===== src/rtl/nibble_serial_adder_pkg.sv =====
// Shared definitions for the nibble-serial adder: FSM encoding, nibble width
// and the step-counter width helper.
package nibble_serial_adder_pkg;

    localparam int NIBBLE_W = 4;

    typedef enum logic [1:0] {
        S_IDLE = 2'b00,
        S_RUN  = 2'b01,
        S_DONE = 2'b10
    } state_t;

    // A one-step counter still needs one bit of storage.
    function automatic int cnt_width(input int nib);
        return (nib <= 2) ? 1 : $clog2(nib);
    endfunction

endpackage


===== src/rtl/nibble_serial_adder_rca_4b.sv =====
// 4-bit ripple-carry adder used as the single shared datapath slice.
// Purely combinational, no flow control.
// No backpressure.
module RCA_4B (
    input  logic [3:0] X,
    input  logic [3:0] Y,
    input  logic       C_IN,
    output logic [3:0] SUM,
    output logic       C_OUT
);

    always_comb begin
        logic cy;
        cy  = C_IN;
        SUM = '0;
        for (int i = 0; i < 4; i++) begin
            SUM[i] = X[i] ^ Y[i] ^ cy;
            cy     = (X[i] & Y[i]) | (cy & (X[i] ^ Y[i]));
        end
        C_OUT = cy;
    end

endmodule


===== src/rtl/nibble_serial_adder.sv =====
// Adds two WIDTH-bit operands one nibble per clock through one RCA_4B.
// Latency: DONE in the cycle after edge k+NIB for a START accepted at edge k.
// START is ignored while BUSY; a new request may be accepted in the DONE cycle.
module nibble_serial_adder
    import nibble_serial_adder_pkg::*;
#(
    parameter int WIDTH = 16
) (
    input  logic             CLK,
    input  logic             RST_N,
    input  logic             START,
    input  logic [WIDTH-1:0] X,
    input  logic [WIDTH-1:0] Y,
    input  logic             C_IN,
    output logic             BUSY,
    output logic             DONE,
    output logic [WIDTH-1:0] SUM,
    output logic             C_OUT,
    output logic             OVF
);

    localparam int NIB = WIDTH / NIBBLE_W;
    localparam int CW  = cnt_width(NIB);

    state_t           state_q;
    logic [WIDTH-1:0] a_q;
    logic [WIDTH-1:0] b_q;
    logic [WIDTH-1:0] sum_q;
    logic             carry_q;
    logic [CW-1:0]    cnt_q;
    logic             xmsb_q;
    logic             ymsb_q;
    logic             cout_q;
    logic             ovf_q;

    logic [3:0]       rca_sum;
    logic             rca_co;
    logic             ovf_d;

    RCA_4B u_rca (
        .X     (a_q[3:0]),
        .Y     (b_q[3:0]),
        .C_IN  (carry_q),
        .SUM   (rca_sum),
        .C_OUT (rca_co)
    );

    // The last nibble's SUM[3] becomes the result MSB on entry to DONE.
    assign ovf_d = (xmsb_q == ymsb_q) && (rca_sum[3] != xmsb_q);

    always_ff @(posedge CLK or negedge RST_N) begin
        if (!RST_N) begin
            state_q <= S_IDLE;
            a_q     <= '0;
            b_q     <= '0;
            sum_q   <= '0;
            carry_q <= 1'b0;
            cnt_q   <= '0;
            xmsb_q  <= 1'b0;
            ymsb_q  <= 1'b0;
            cout_q  <= 1'b0;
            ovf_q   <= 1'b0;
        end else begin
            case (state_q)
                S_IDLE, S_DONE: begin
                    if (START) begin
                        a_q     <= X;
                        b_q     <= Y;
                        carry_q <= C_IN;
                        cnt_q   <= CW'(NIB - 1);
                        xmsb_q  <= X[WIDTH-1];
                        ymsb_q  <= Y[WIDTH-1];
                        cout_q  <= 1'b0;
                        ovf_q   <= 1'b0;
                        state_q <= S_RUN;
                    end else begin
                        state_q <= S_IDLE;
                    end
                end
                S_RUN: begin
                    a_q     <= a_q >> NIBBLE_W;
                    b_q     <= b_q >> NIBBLE_W;
                    sum_q   <= {rca_sum, sum_q[WIDTH-1:NIBBLE_W]};
                    carry_q <= rca_co;
                    if (cnt_q == '0) begin
                        cout_q  <= rca_co;
                        ovf_q   <= ovf_d;
                        state_q <= S_DONE;
                    end else begin
                        cnt_q <= cnt_q - CW'(1);
                    end
                end
                default: state_q <= S_IDLE;
            endcase
        end
    end

    assign BUSY  = (state_q == S_RUN);
    assign DONE  = (state_q == S_DONE);
    assign SUM   = sum_q;
    assign C_OUT = cout_q;
    assign OVF   = ovf_q;

endmodule


===== config.mk =====
export PLATFORM = sky130hd
export DESIGN_NAME = nibble_serial_adder
export DESIGN_NICKNAME = d
export VERILOG_FILES = /design/src/rtl/nibble_serial_adder_pkg.sv /design/src/rtl/nibble_serial_adder_rca_4b.sv /design/src/rtl/nibble_serial_adder.sv
export SDC_FILE = /design/constraint.sdc
export NUM_CORES = 1
export LEC_CHECK = 0
export ABC_AREA = 1
export CORE_ASPECT_RATIO = 1.75
export CORE_MARGIN = 2
export CORE_UTILIZATION = 50
export DETAILED_ROUTE_END_ITERATION = 12
export HOLD_SLACK_MARGIN = 0.08
export PLACE_DENSITY = 0.78
export SLEW_MARGIN = 30
export SYNTH_ARGS = -nofsm -noshare
export SYNTH_HDL_FRONTEND = slang
export SYNTH_SLANG_ARGS = --single-unit

===== constraint.sdc =====
create_clock -name CLK -period 2.7 [get_ports CLK]
set_input_delay 0.54 -clock CLK [delete_from_list [all_inputs] [get_ports CLK]]
set_output_delay 0.54 -clock CLK [all_outputs]
set_load 0.02 [all_outputs]

==> impl_metrics.py <==
metrics = {
    "clock_tree": {
        "insertion_delay_ps": 330,
        "clock_sinks": 57,
        "cts_tree": "done",
        "postCtsHoldBufs": 0,
        "path_clk_slew_ps": 70,
        "h-tree-depth": 3,
        "cts-resized-gates": 0,
        "cts_buffer_depth": 2,
        "cts-buffers-inserted": 9,
        "cts-root-buf": "clkbuf_8",
        "post_cts_buffers": 0,
    },
    "floorplan": {
        "fp-row-count": 35,
        "chipHeight_um": 102,
        "start_util": 0.519,
        "design.die.area_um2": 6130,
        "die_x_um": 60.0,
        "ioPinCount": 56,
        "coreArea_um2": 5300,
    },
    "cells_and_area": {
        "finish.utilization": 0.666,
        "final_cell_mix": "nand2_1 (117), inv_1 (68), dfrtp_1 (57), nand3_1 (56), clkdlybuf4s50_1 (54)",
        "layout-drive-gt1-share": 0.0657,
        "fillCellCount": 475,
        "nets": 448,
        "layout-area-overhead-vs-synth_pct": 28.5,
        "antennaDiodeCount": 0,
        "final_common_cell": "nand2_1",
        "fin_area_um2": 3530,
    },
    "placed_design": {
        "placed_cell_area_um2": 3350,
        "port_buffers": 55,
        "place_congestion": 0.775,
        "hpwl_um": 4090,
        "post-place-ws_ps": 334,
    },
    "worst_setup_path": {
        "r2r_cells": 10,
        "critPathBufInv": 3,
        "crit_family": "adder cells",
        "startpoint_type": "register",
        "crit_chain": "fa_1 > inv_1 > fa_1 > inv_1 > fa_1 > inv_1 > fa_1 > o21ai_0 > nand3_1 > nand2_1",
        "r2r-start": "a_q[0]$_DFFE_PN0P_",
        "cp_data_required_time_ps": 2970,
        "end_kind": "register",
        "critPathMostFrequentCell": "fa_1",
        "r2r_setup_slack_ps": 360,
        "r2r_end": "OVF$_DFFE_PN0P_",
        "crit_slowest_cell": "fa_1",
        "crit_arrival_ps": 2610,
        "critPathMaxFanout": 3,
        "crit_path_max_incr_delay_ps": 440,
        "crit_type": "reg -> reg",
    },
    "synthesis": {
        "synth_top_area_cell": "dfrtp_1",
        "synth_seq_cells": 57,
        "syn_avg_cell_area_um2": 7.81,
        "ys_top_cells_by_area": "dfrtp_1 (52%), nand2_1 (16%), nand3_1 (10%)",
        "yosysSeqAreaShare": 0.519,
        "netlist_instances": 352,
        "ys_warn_count": 0,
        "synth.distinct_cells": 16,
        "syn-cell-area_um2": 2750,
        "syn_nets": 393,
        "synth_top_cell_area_share": 0.519,
    },
    "detailed_routing": {
        "highest_layer": "met4",
        "num_vias": 2343,
        "wl_um": 5780,
        "viasPerCell": 4.83,
        "first_pass_iters": 4,
        "dr_wl_met3_um": 249,
        "wl_met1_um": 2330,
        "first_iter_violations": 82,
        "wl_met2_um": 3090,
        "drc": 0,
        "ant_nets": 0,
        "wl_per_cell_um": 11.9,
    },
    "global_routing": {
        "grt_pass1_wl_um": 10400,
        "grt_usage": 0.226,
        "grt_overflow": 0,
        "grt_pass1_vias": 2396,
        "grt_max_degree": 45,
        "antenna_found_initial": 0,
    },
    "power": {
        "vdd_ir_drop_max_v": 0.000605,
        "p_leak_nw": 1.89,
        "power_density_nw_per_um2": 1240,
    },
    "sta": {
        "finClkSkew_ps": 8.28,
        "period_needed_ps": 2340,
        "fin_setup_tns_ps": 0,
        "final-hold-violation-count": 0,
        "tightestPinTransition_ps": 629,
        "setup_viol": 0,
        "finalMaxSlewViolations": 0,
        "rsz0062_at_grt": "false",
        "clock.fmax_mhz": 427,
        "fin_hold_ws_ps": 220,
        "setup_slack_ps": 357,
        "max_slew_margin": 0.580,
        "fin_crit_sh": 0.868,
    },
    "hold_path": {
        "hold_class": "in -> async",
    },
    "run": {
        "cap_viol_max_count": 0,
    },
    "run_status": {
        "outcome": "finished clean",
    },
}
-- cell usage after synthesis --
| cell type | count |
|---|---|
| clkbuf_1 | 2 |
| nand2_4 | 1 |
| buf_4 | 4 |
| nor2_1 | 1 |
| clkinv_1 | 1 |
| fa_1 | 4 |
| nand3_1 | 56 |
| o21ai_0 | 25 |
| nand2_2 | 2 |
| buf_2 | 9 |
| inv_1 | 68 |
| inv_2 | 3 |
| dfrtp_1 | 57 |
| nand2_1 | 117 |
| ha_1 | 1 |
| buf_1 | 1 |
-- power breakdown --
group          internal (mW)  switching (mW)
registers               1.27           0.220
logic                  0.823            1.35
clock network          0.397           0.313
-- metrics by stage --
stage | total power [mW] | std cells
final | 4.37 | 485
after global routing | 4.84 | 485
after floorplan | 3.01 | 352
after global placement | 3.61 | 470
after detailed placement | 3.70 | 470
after CTS | 4.43 | 485
-- layout make-up --
cell class,instances,area [um2],area share
well taps,74,92.6,0.0262
inverters,72,270,0.0766
repair buffers,60,596,0.169
clock inverters,3,15.0,0.00425
flip-flops and latches,57,1430,0.404
clock buffers,12,165,0.0468
multi-input cells,207,965,0.273
-- routing by layer --
| metal | GRT usage | vias up |
|---|---|---|
| li1 | - | 1171 |
| met1 | 0.262 | 1097 |
| met2 | 0.399 | 66 |
| met3 | 0.0405 | 9 |
| met4 | 0.0940 | 0 |
| met5 | 0 | - |
-- state kept, by name, indices dropped and copies added, names as in the netlist --
| signal | count |
|---|---|
| SUM | 16 |
| a_q | 16 |
| b_q | 16 |
| cnt_q | 2 |
| state_q | 2 |
| C_OUT | 1 |
| OVF | 1 |
| carry_q | 1 |
| xmsb_q | 1 |
| ymsb_q | 1 |
-- kinds of logic after synthesis --
family                   synth area share
adder cells (fa/ha/maj)            0.0337
buffers and inverters               0.130
AND/OR/NAND/NOR                     0.272
flip-flops                          0.519
AO/OA/AOI/OAI                      0.0455
-- how the worst max path moves through the flow --
stage,slack (ps),from,endpoint,cells after the start
final,360,a_q[0]$_DFFE_PN0P_,OVF$_DFFE_PN0P_,10
after floorplan,490,a_q[0]$_DFFE_PN0P_,OVF$_DFFE_PN0P_,10
after CTS,320,a_q[0]$_DFFE_PN0P_,OVF$_DFFE_PN0P_,10
after global placement,430,a_q[0]$_DFFE_PN0P_,OVF$_DFFE_PN0P_,10
after detailed placement,330,a_q[0]$_DFFE_PN0P_,OVF$_DFFE_PN0P_,10
after global routing,130,a_q[0]$_DFFE_PN0P_,OVF$_DFFE_PN0P_,10
Note: power is estimated with default switching activity, not from simulation.
